[config.mk]
export PLATFORM = sky130hd
export DESIGN_NAME = da_dct_seq
export DESIGN_NICKNAME = d
export VERILOG_FILES = /design/src/rtl/da_dct_seq.sv
export SDC_FILE = /design/constraint.sdc
export NUM_CORES = 1
export LEC_CHECK = 0
export CAP_MARGIN = 20
export CORE_UTILIZATION = 50
export CTS_CLUSTER_SIZE = 14
export DETAILED_ROUTE_END_ITERATION = 16
export GPL_TIMING_DRIVEN = 0
export PLACE_DENSITY = 0.73
export SKIP_LAST_GASP = 1
export SLEW_MARGIN = 25
export SYNTH_ARGS = -nofsm -noshare
export SYNTH_HDL_FRONTEND = slang
export SYNTH_SLANG_ARGS = --single-unit
[constraint.sdc]
create_clock -name clk -period 6.2 [get_ports clk]
set_input_delay 0.93 -clock clk [delete_from_list [all_inputs] [get_ports clk]]
set_output_delay 0.93 -clock clk [all_outputs]
set_load 0.05 [all_outputs]
[src/rtl/da_dct_seq.sv]
// Bit-serial distributed-arithmetic DCT coefficient engine.
// Walks the sample bits LSB first and accumulates shifted half-table ROM terms.
module da_dct_seq #(
   parameter int WIDTH = 16,
   parameter int ACC_W = 34
) (
   input  logic             clk,
   input  logic             rst,
   input  logic             in_valid,
   output logic             in_ready,
   input  logic [WIDTH-1:0] x0,
   input  logic [WIDTH-1:0] x1,
   input  logic [WIDTH-1:0] x2,
   input  logic [WIDTH-1:0] x3,
   output logic             rom_cs,
   output logic [2:0]       rom_addr,
   input  logic [WIDTH-1:0] rom_data,
   output logic             out_valid,
   input  logic             out_ready,
   output logic [ACC_W-1:0] z_out,
   output logic             busy
);

   localparam int JW = (WIDTH > 1) ? $clog2(WIDTH) : 1;
   localparam logic [JW-1:0] J_LAST = JW'(WIDTH - 1);

   typedef enum logic [1:0] {
      IDLE = 2'd0,
      RUN  = 2'd1,
      DONE = 2'd2
   } state_t;

   state_t                  state_r;
   state_t                  state_s;
   logic [WIDTH-1:0]        x0_r;
   logic [WIDTH-1:0]        x1_r;
   logic [WIDTH-1:0]        x2_r;
   logic [WIDTH-1:0]        x3_r;
   logic [JW-1:0]           j_r;
   logic signed [ACC_W-1:0] acc_r;
   logic signed [ACC_W-1:0] rom_ext_s;
   logic signed [ACC_W-1:0] term_s;
   logic signed [ACC_W-1:0] shifted_s;
   logic signed [ACC_W-1:0] acc_next_s;
   logic                    in_ready_r;
   logic                    busy_r;
   logic                    rom_cs_r;
   logic [2:0]              rom_addr_r;
   logic                    out_valid_r;
   logic [ACC_W-1:0]        z_out_r;

   // Half-table folding: a set x0 bit selects the complemented address.
   function automatic logic [2:0] da_addr(input logic b0, input logic b1,
                                          input logic b2, input logic b3);
      logic [2:0] a;
      a = {b1, b2, b3};
      if (b0) begin
         return ~a;
      end else begin
         return a;
      end
   endfunction

   assign in_ready  = in_ready_r;
   assign busy      = busy_r;
   assign rom_cs    = rom_cs_r;
   assign rom_addr  = rom_addr_r;
   assign out_valid = out_valid_r;
   assign z_out     = z_out_r;

   // Term for the current bit; the sign bit's weight is negative.
   always_comb begin
      rom_ext_s = {{(ACC_W-WIDTH){rom_data[WIDTH-1]}}, rom_data};
      term_s    = rom_ext_s;
      if (x0_r[0]) begin
         term_s = -rom_ext_s;
      end else begin
         term_s = rom_ext_s;
      end
      shifted_s = term_s <<< j_r;
      if (j_r == J_LAST) begin
         acc_next_s = acc_r - shifted_s;
      end else begin
         acc_next_s = acc_r + shifted_s;
      end
   end

   // Next-state decode.
   always_comb begin
      state_s = state_r;
      case (state_r)
         IDLE: begin
            if (in_valid) begin
               state_s = RUN;
            end else begin
               state_s = IDLE;
            end
         end
         RUN: begin
            if (j_r == J_LAST) begin
               state_s = DONE;
            end else begin
               state_s = RUN;
            end
         end
         DONE: begin
            if (out_ready) begin
               state_s = IDLE;
            end else begin
               state_s = DONE;
            end
         end
         default: state_s = IDLE;
      endcase
   end

   // State register.
   always_ff @(posedge clk) begin
      if (rst) begin
         state_r <= IDLE;
      end else begin
         state_r <= state_s;
      end
   end

   // Datapath and registered handshake/ROM outputs, decoded from the next state.
   always_ff @(posedge clk) begin
      if (rst) begin
         x0_r        <= '0;
         x1_r        <= '0;
         x2_r        <= '0;
         x3_r        <= '0;
         j_r         <= '0;
         acc_r       <= '0;
         z_out_r     <= '0;
         out_valid_r <= 1'b0;
         rom_addr_r  <= 3'd0;
         in_ready_r  <= 1'b1;
         busy_r      <= 1'b0;
         rom_cs_r    <= 1'b0;
      end else begin
         in_ready_r <= (state_s == IDLE);
         busy_r     <= (state_s != IDLE);
         rom_cs_r   <= (state_s == RUN);
         case (state_r)
            IDLE: begin
               if (in_valid) begin
                  x0_r       <= x0;
                  x1_r       <= x1;
                  x2_r       <= x2;
                  x3_r       <= x3;
                  j_r        <= '0;
                  acc_r      <= '0;
                  rom_addr_r <= da_addr(x0[0], x1[0], x2[0], x3[0]);
               end
            end
            RUN: begin
               x0_r  <= {1'b0, x0_r[WIDTH-1:1]};
               x1_r  <= {1'b0, x1_r[WIDTH-1:1]};
               x2_r  <= {1'b0, x2_r[WIDTH-1:1]};
               x3_r  <= {1'b0, x3_r[WIDTH-1:1]};
               j_r   <= j_r + JW'(1);
               acc_r <= acc_next_s;
               if (j_r == J_LAST) begin
                  z_out_r     <= acc_next_s;
                  out_valid_r <= 1'b1;
                  rom_addr_r  <= 3'd0;
               end else begin
                  rom_addr_r  <= da_addr(x0_r[1], x1_r[1], x2_r[1], x3_r[1]);
               end
            end
            DONE: begin
               if (out_ready) begin
                  out_valid_r <= 1'b0;
               end
            end
            default: begin
               out_valid_r <= 1'b0;
               rom_addr_r  <= 3'd0;
            end
         endcase
      end
   end

endmodule
==> results by group, run 1 <==
Setup path
  – Crit-path slowest cell: or4b_4
  – R2R cell count: 22
  – CP delay by family, top: compound AO/OA/AOI/OAI gates
  – Max Fanout on Critical Path: 7
  – Worst r2r src: j_r[0]$_SDFFE_PP0P_
  – CP startpoint: rom_data[1]
  – Crit. path cell count: 25
  – Crit path to: acc_r[33]$_SDFFE_PP0P_
  – WS Path Type: in -> reg
  – Most common cell on crit path: a211oi_2
  – Reg-to-reg endpoint: acc_r[33]$_SDFFE_PP0P_
  – Crit-path max cell delay: between 0.5 and 0.6 ns
  – CP arrival: around 6.5 ns
  – Critical Path RT: between 6 and 7 ns
  – Crit start category: input pin
  – Crit. End Element: flop
  – Reg2Reg Setup Slack: roughly 0.07 ns
  – CP bufs+invs: 3

CTS
  – Clock root cell: clkbuf_16
  – Reg clk slew, reported paths: around 0.06 ns
  – Cts hold-fix bufs: 0
  – CTS tree: built
  – Clk_lat worst skew: ~0.43 ns
  – CTS H-tree lvls: 4
  – # clock sinks: 142
  – CTS buffer count: 17
  – Clock buffer depth: 2

Logic synthesis
  – Mapped Nets: between 1.5k and 2k
  – Async set or reset register ratio after synthesis: 0%
  – Post-synth EDFFs: 0
  – Flops & latches, synth: around 140
  – Netlist area before placement: about 0.010 mm2
  – Syn Area/Cell: around 7.4 um2
  – Unique cell type count in the Yosys netlist: just under 90
  – Cells after synthesis: between 1k and 1.5k
  – Post-synthesis sequential area ratio: around 28%
  – Most used DFF post-synth: dfxtp_1
  – YS warnings: 0

Power
  – Pwr Density: roughly 250 mW/mm2
  – Switching share of power: between 30 and 40%
  – Pwr Total: 3.41 mW
  – Flop pwr share: between 30% and 40%
  – Int Pwr: 2.14 mW
  – Clock share of power: 31.2%
  – P_sw: approximately 1.3 mW
  – Static Leak: 5.22 nW
  – Maximum vdd drop: between 0.15 and 0.2 mV
  – Logic pwr share: between 30% and 40%

Status
  – Violated checks: setup timing
  – Outcome: finished, violations left

Timing
  – Final worst slack: -0.00647 ns
  – Hold Vio Cnt, Final: 0
  – Max-slew violations: 0
  – Part of the cycle the worst path needs: 100%
  – Worst-margin pin slew: approximately 0.77 ns
  – Setup TNS Final: -0.0123 ns
  – Relative slew margins: between 40% and 50%
  – RSZ-0062 raised after global routing: true
  – Achievable Freq: around 0.16 GHz
  – Fin crit period: 6.21 ns
  – Final count of negative-setup-slack endpoints: 2
  – Worst Clk Skew: roughly 0.019 ns

GRT
  – Grt ovf: 0
  – Number of global-route vias before repair: around 11k
  – Initial antenna violation count: 0
  – Largest net degree at the start of global routing: 17
  – First-pass GRT wire length: 57.6 mm
  – GR Util All Layers: around 34%

Worst hold path
  – Hold path depth: 2
  – HP Start: z_out[8]$_SDFFE_PP0P_
  – HP Class: reg -> reg

Floorplanning
  – Core area: 0.0202 mm2
  – Chip Width: approximately 150 um
  – Cell Rows: 52
  – IO Pins: 125
  – Starting Density: 51.0%
  – Die footprint: between 0.02 and 0.025 mm2
  – Die H: 146 um

Placement
  – GPL Wtd Cong: between 1 and 1.5
  – DP HPWL: ~26 mm
  – Place WS: -1.98 ns
  – Placed cell area: between 0.01 and 0.015 mm2
  – IO Port Bufs: roughly 120

Final layout
  – Layout area overhead: 33.6%
  – Final instance area: 0.0138 mm2
  – Most frequent cells in the layout: nand2_1, nor2_1, dfxtp_1, clkdlybuf4s50_1
  – Most common cell after layout, fill and taps aside: nand2_1
  – FILL cells: ~1.7k
  – Ant. Diodes: 0
  – Final net count: around 1.7k
  – Multi-input gate area: 0.00773 mm2
  – Seq. cell area: between 0.002 and 0.003 mm2
  – Layout Utilization: 68.1%
  – Layout cells sized above 1: approximately 17%

Drt
  – First drt pass iteration count: 6
  – DRC Markers: 0
  – Initial DRC Count: roughly 1.1k
  – Routed via count: about 12k
  – Routed WL: about 37 mm
  – Vias per std cell: just over 6
  – Drt wl/cell: around 20 um
  – Final antenna-violating net count: 0

Flow run
  – MaxCap Viol Count: 0
[registers in the layout, summed over array words and instances (netlist names)]
signal	count
out_valid	1
x1_r	15
x0_r	16
x2_r	15
acc_r	34
x3_r	15
j_r	4
rom_addr	3
rom_cs	1
state_r	2
busy	1
z_out	34
in_ready	1
[metal layers]
metal  track usage [%]  vias to the layer above  part of all wire, %
met5                 0                        -                    0
met1              44.8                     5542                   43
met4              12.4                        0                  3.3
li1                  -                     5465                    -
met2              55.2                      575                   46
met3              4.89                      100                  7.5
[power groups by stage]
stage / combinational (mW) / sequential, mW / clock (mW)
global placement: 1.06 / 1.04 / 0
global route: 1.41 / 1.03 / 1.11
finish: 1.32 / 1.02 / 1.06
floorplan: 0.775 / 1.04 / 0
CTS: 1.19 / 1.02 / 1.07
detailed placement: 1.07 / 1.04 / 0
[final cells by class]
type	count	share of cell area [%]
Multi-Input combinational cell	1112	56.1
Sequential cell	142	20.6
Timing Repair Buffer	190	12.5
Buffer	103	3.22
Clock buffer	17	3.09
Tap cell	270	2.45
Clock inverter	15	1.29
Inverter	24	0.690
[worst min path at each step]
stage / to
2_1_floorplan: acc_r[32]$_SDFFE_PP0P_
3_3_place_gp: z_out[8]$_SDFFE_PP0P_
3_5_place_dp: z_out[10]$_SDFFE_PP0P_
4_1_cts: z_out[3]$_SDFFE_PP0P_
5_1_grt: z_out[8]$_SDFFE_PP0P_
6_report: z_out[8]$_SDFFE_PP0P_
[kinds of logic after synthesis]
group | count (synthesis) | synth area share, %
xor gates and xnor gates | 81 | 6.88
adders and majority gates | 39 | 4.80
buffers and inverters | 132 | 5.09
muxes | 23 | 2.80
DFF | 142 | 27.6
AOI/OAI and AO/OA | 415 | 28.7
and+or+nand+nor | 554 | 24.2
[per-stage QoR]
step	hold WS (ns)	instances
after detailed placement	0.447	1771
final	0.453	1873
after global placement	0.442	1771
after floorplan	0.438	1386
after global routing	0.471	1873
after CTS	0.455	1846
[synthesized netlist by cell type (all sizes together) (12+ instances only)]
cell / instances / area share [%]
o21a: 13 / 0.95
and3: 13 / 0.79
a311oi: 62 / 5.3
nand2: 238 / 8.7
mux2i: 15 / 1.5
a211oi: 18 / 1.4
nand3: 31 / 1.5
dfxtp: 142 / 28
and2: 13 / 0.79
o21ai: 61 / 3.0
a22oi: 35 / 2.5
ha: 38 / 4.6
nor2b: 12 / 0.73
a21o: 14 / 1.0
a31oi: 15 / 0.91
clkbuf: 94 / 3.4
xnor2: 52 / 4.4
inv: 22 / 0.80
a21oi: 86 / 4.2
nor3: 21 / 1.0
nor2: 161 / 5.9
o22ai: 12 / 0.73
buf: 14 / 0.79
xor2: 29 / 2.5
[worst register-to-register path: cells and delay by family, from the launching register on]
kind / cells / cell delay [ns]
xor gates and xnor gates: 3 / 0.51
adders and majority gates: 1 / 0.32
buffers and inverters: 4 / 1.63
and+or+nand+nor: 3 / 0.52
AOI/OAI and AO/OA: 11 / 2.48
DFF: 1 / 0.56
[what timing repair did]
action                     CTS  global route
pin swaps                   47            65
setup endpoints to repair   40            33
resized for setup           93            90
buffers inserted            46            29
Note: power is estimated with default switching activity, not from simulation.
==> inputs of run 2 (changes only) <==
Settings changed: PLACE_DENSITY 0.73 to 0.7, REMOVE_ABC_BUFFERS from default to 1.
Clock period 6.2 ns to 6 ns, I/O delays scaled along.
==> run 2 against run 1 <==
Compared with the run above:
- the run still ends with setup timing left
- total power rose by 5.0%
- critical path depth rose by 3
- setup slack got worse by 0.18 ns
- clock power rose by 10%
- non-clock buffer count fell by 76
- clock skew fell by 0.0029 ns
- sequential share of layout area fell by 0.13 points
- first-iteration DRC count fell by 8.6%
- cell count fell by 4.0%
- final area rose by 0.92%
- utilization rose by 0.62 points
- register-to-register slack got worse by 0.04 ns
==> results by group, run 2 (synthesis results as in run 1) <==
CTS
  – # clock sinks: 142 (unchanged)
  – Clock root cell: clkbuf_16
  – Clk_lat worst skew: 0.43 ns (about the same)
  – CTS tree: built
  – Cts hold-fix bufs: 0 (unchanged)
  – Reg clk slew, reported paths: 0.07 ns (about the same)
  – CTS buffer count: 17 (unchanged)
  – CTS H-tree lvls: 4 (unchanged)
  – Clock buffer depth: 2 (unchanged)

GRT
  – Largest net degree at the start of global routing: 85 (+68)
  – First-pass GRT wire length: 50.0 mm (-13%)
  – GR Util All Layers: 28.4% (-5.2 points)
  – Initial antenna violation count: 0 (unchanged)
  – Grt ovf: 0 (unchanged)
  – Number of global-route vias before repair: 9,936 (-10%)

Power
  – Maximum vdd drop: 0.208 mV (+8.8%)
  – Pwr Density: 257 mW/mm2 (+4.0%)
  – Pwr Total: 3.58 mW (+5.0%)
  – Static Leak: 5.25 nW (+0.49%)

Timing
  – Worst Clk Skew: 0.0166 ns (-0.00290 ns)
  – Hold Vio Cnt, Final: 0 (unchanged)
  – Final count of negative-setup-slack endpoints: 5 (+3)
  – RSZ-0062 raised after global routing: true
  – Fin crit period: between 6 and 7 ns
  – Worst-margin pin slew: 0.873 ns (+0.103 ns)
  – Part of the cycle the worst path needs: 103%
  – Setup TNS Final: -0.410 ns (-0.398 ns)
  – Relative slew margins: 41.5% (-5.9 points)
  – Final worst slack: -0.188 ns (-0.182 ns)
  – Achievable Freq: 0.162 GHz
  – Hold slack: 0.452 ns (-0.000718 ns)
  – Max-slew violations: 0 (unchanged)

Drt
  – Initial DRC Count: 974 (-8.6%)
  – Final antenna-violating net count: 0 (unchanged)
  – First drt pass iteration count: 6 (unchanged)
  – Routed WL: 31.8 mm (-13%)
  – Drt wl/cell: 17.7 um (-9.7%)
  – Routed via count: 11.0k (-5.5%)
  – Vias per std cell: 6.14 (-1.6%)
  – DRC Markers: 0 (unchanged)

Floorplanning
  – Core area: 0.0202 mm2 (unchanged)
  – Die H: 146 um (unchanged)
  – Starting Density: 51.0% (unchanged)
  – Cell Rows: 52 (unchanged)
  – Chip Width: 146 um (unchanged)
  – IO Pins: 125 (unchanged)
  – Die footprint: 0.0212 mm2 (unchanged)

Final layout
  – Ant. Diodes: 0 (unchanged)
  – Non-Filler Instances: 1,798 (-4.0%)
  – Final net count: 1,638 (-4.4%)
  – Most frequent cells in the layout: nand2_1, nor2_1, dfxtp_1, clkdlybuf4s50_1, a21oi_1
  – Layout Utilization: 68.7% (+0.62 points)
  – Layout cells sized above 1: 18.8% (+2.0 points)
  – Layout area overhead: 34.8%
  – Final instance area: 0.0139 mm2 (+0.92%)
  – Most common cell after layout, fill and taps aside: nand2_1

Status
  – Violated checks: setup timing
  – Outcome: finished, violations left

Setup path
  – WS Path Type: in -> reg
  – Crit-path slowest cell: mux4_2
  – Crit. End Element: flop
  – Critical Path RT: 6.33 ns (-0.18 ns)
  – Reg2Reg Setup Slack: 0.03 ns (-0.04 ns)
  – R2R cell count: 25 (+14%)
  – Most common cell on crit path: buf_4
  – Max Fanout on Critical Path: 6 (-1)
  – Crit path to: acc_r[33]$_SDFFE_PP0P_
  – Crit-path max cell delay: 0.56 ns (+0.02 ns)
  – CP startpoint: rom_data[0]
  – Worst r2r src: j_r[1]$_SDFFE_PP0P_
  – CP arrival: 6.51 ns (about the same)
  – Reg-to-reg endpoint: acc_r[33]$_SDFFE_PP0P_
  – Crit start category: input pin

Placement
  – Place WS: -2.51 ns (-0.537 ns)
  – Placed cell area: 0.0119 mm2 (-0.39%)
  – GPL Wtd Cong: 0.915 (-8.5%)
  – IO Port Bufs: 124 (+7.8%)
  – DP Cell Count: 1,687 (-4.7%)
  – DP HPWL: 20.5 mm (-22%)

Worst hold path
  – HP Class: reg -> reg

Flow run
  – MaxCap Viol Count: 0 (unchanged)
-- run 2: cell count changes in the layout (fill, tap and decap cells not counted), sizes merged --
| cell | change |
|---|---|
| buf | +13 |
| bufinv | +2 |
| clkbuf | -88 |
| clkdlybuf4s15 | +2 |
| clkdlybuf4s50 | -1 |
| clkinvlp | +4 |
| dlygate4sd2 | +2 |
| dlymetal6s2s | -3 |
| inv | -6 |
-- run 2: critical path, delay by kind of cell --
family	cells	cell delay, ns
xor gates and xnor gates	4	0.58
and+or+nand+nor	5	1.21
muxes	2	0.78
buffers and inverters	5	0.74
adders and majority gates	2	0.42
AOI/OAI and AO/OA	10	1.89
-- run 2: repair_timing --
item | 4_1_cts | 5_1_grt
setup endpoints to repair | 44 | 29
gates resized for setup | 140 | 92
pin swaps | 47 | 58
setup buffers | 40 | 38
gates cloned | 0 | 1
-- run 2: layer usage --
metal	vias up	track usage [%]	share of wire [%]
li1	5332	-	-
met1	5177	38.8	45
met2	471	46.7	47
met3	60	3.57	6.0
met4	0	8.95	2.1
met5	-	0	0
-- run 2: worst min path at each step --
stage / start / endpoint / cells past startpoint
after global placement: z_out[3]$_SDFFE_PP0P_ / z_out[3]$_SDFFE_PP0P_ / 2
after CTS: z_out[17]$_SDFFE_PP0P_ / z_out[17]$_SDFFE_PP0P_ / 2
after detailed placement: z_out[17]$_SDFFE_PP0P_ / z_out[17]$_SDFFE_PP0P_ / 2
after global routing: z_out[12]$_SDFFE_PP0P_ / z_out[12]$_SDFFE_PP0P_ / 2
final: z_out[7]$_SDFFE_PP0P_ / z_out[7]$_SDFFE_PP0P_ / 2
after floorplan: acc_r[32]$_SDFFE_PP0P_ / acc_r[32]$_SDFFE_PP0P_ / 2
-- run 2: power breakdown --
part           internal, mW  total (mW)  switching [mW]
Sequential             1.01        1.05          0.0422
Clock                 0.717        1.17           0.454
Combinational         0.606        1.35           0.745
-- run 2: area by class of cell --
| type | instances | area (um2) |
|---|---|---|
| clock buffers | 18 | 439 |
| repair buffers | 217 | 2180 |
| flip-flops and latches | 142 | 2850 |
| well taps | 270 | 338 |
| multi-input cells | 1112 | 7760 |
| fillers | 1662 | 6330 |
| repair inverters | 1 | 5.00 |
| clock inverters | 14 | 208 |
| inverters | 24 | 126 |
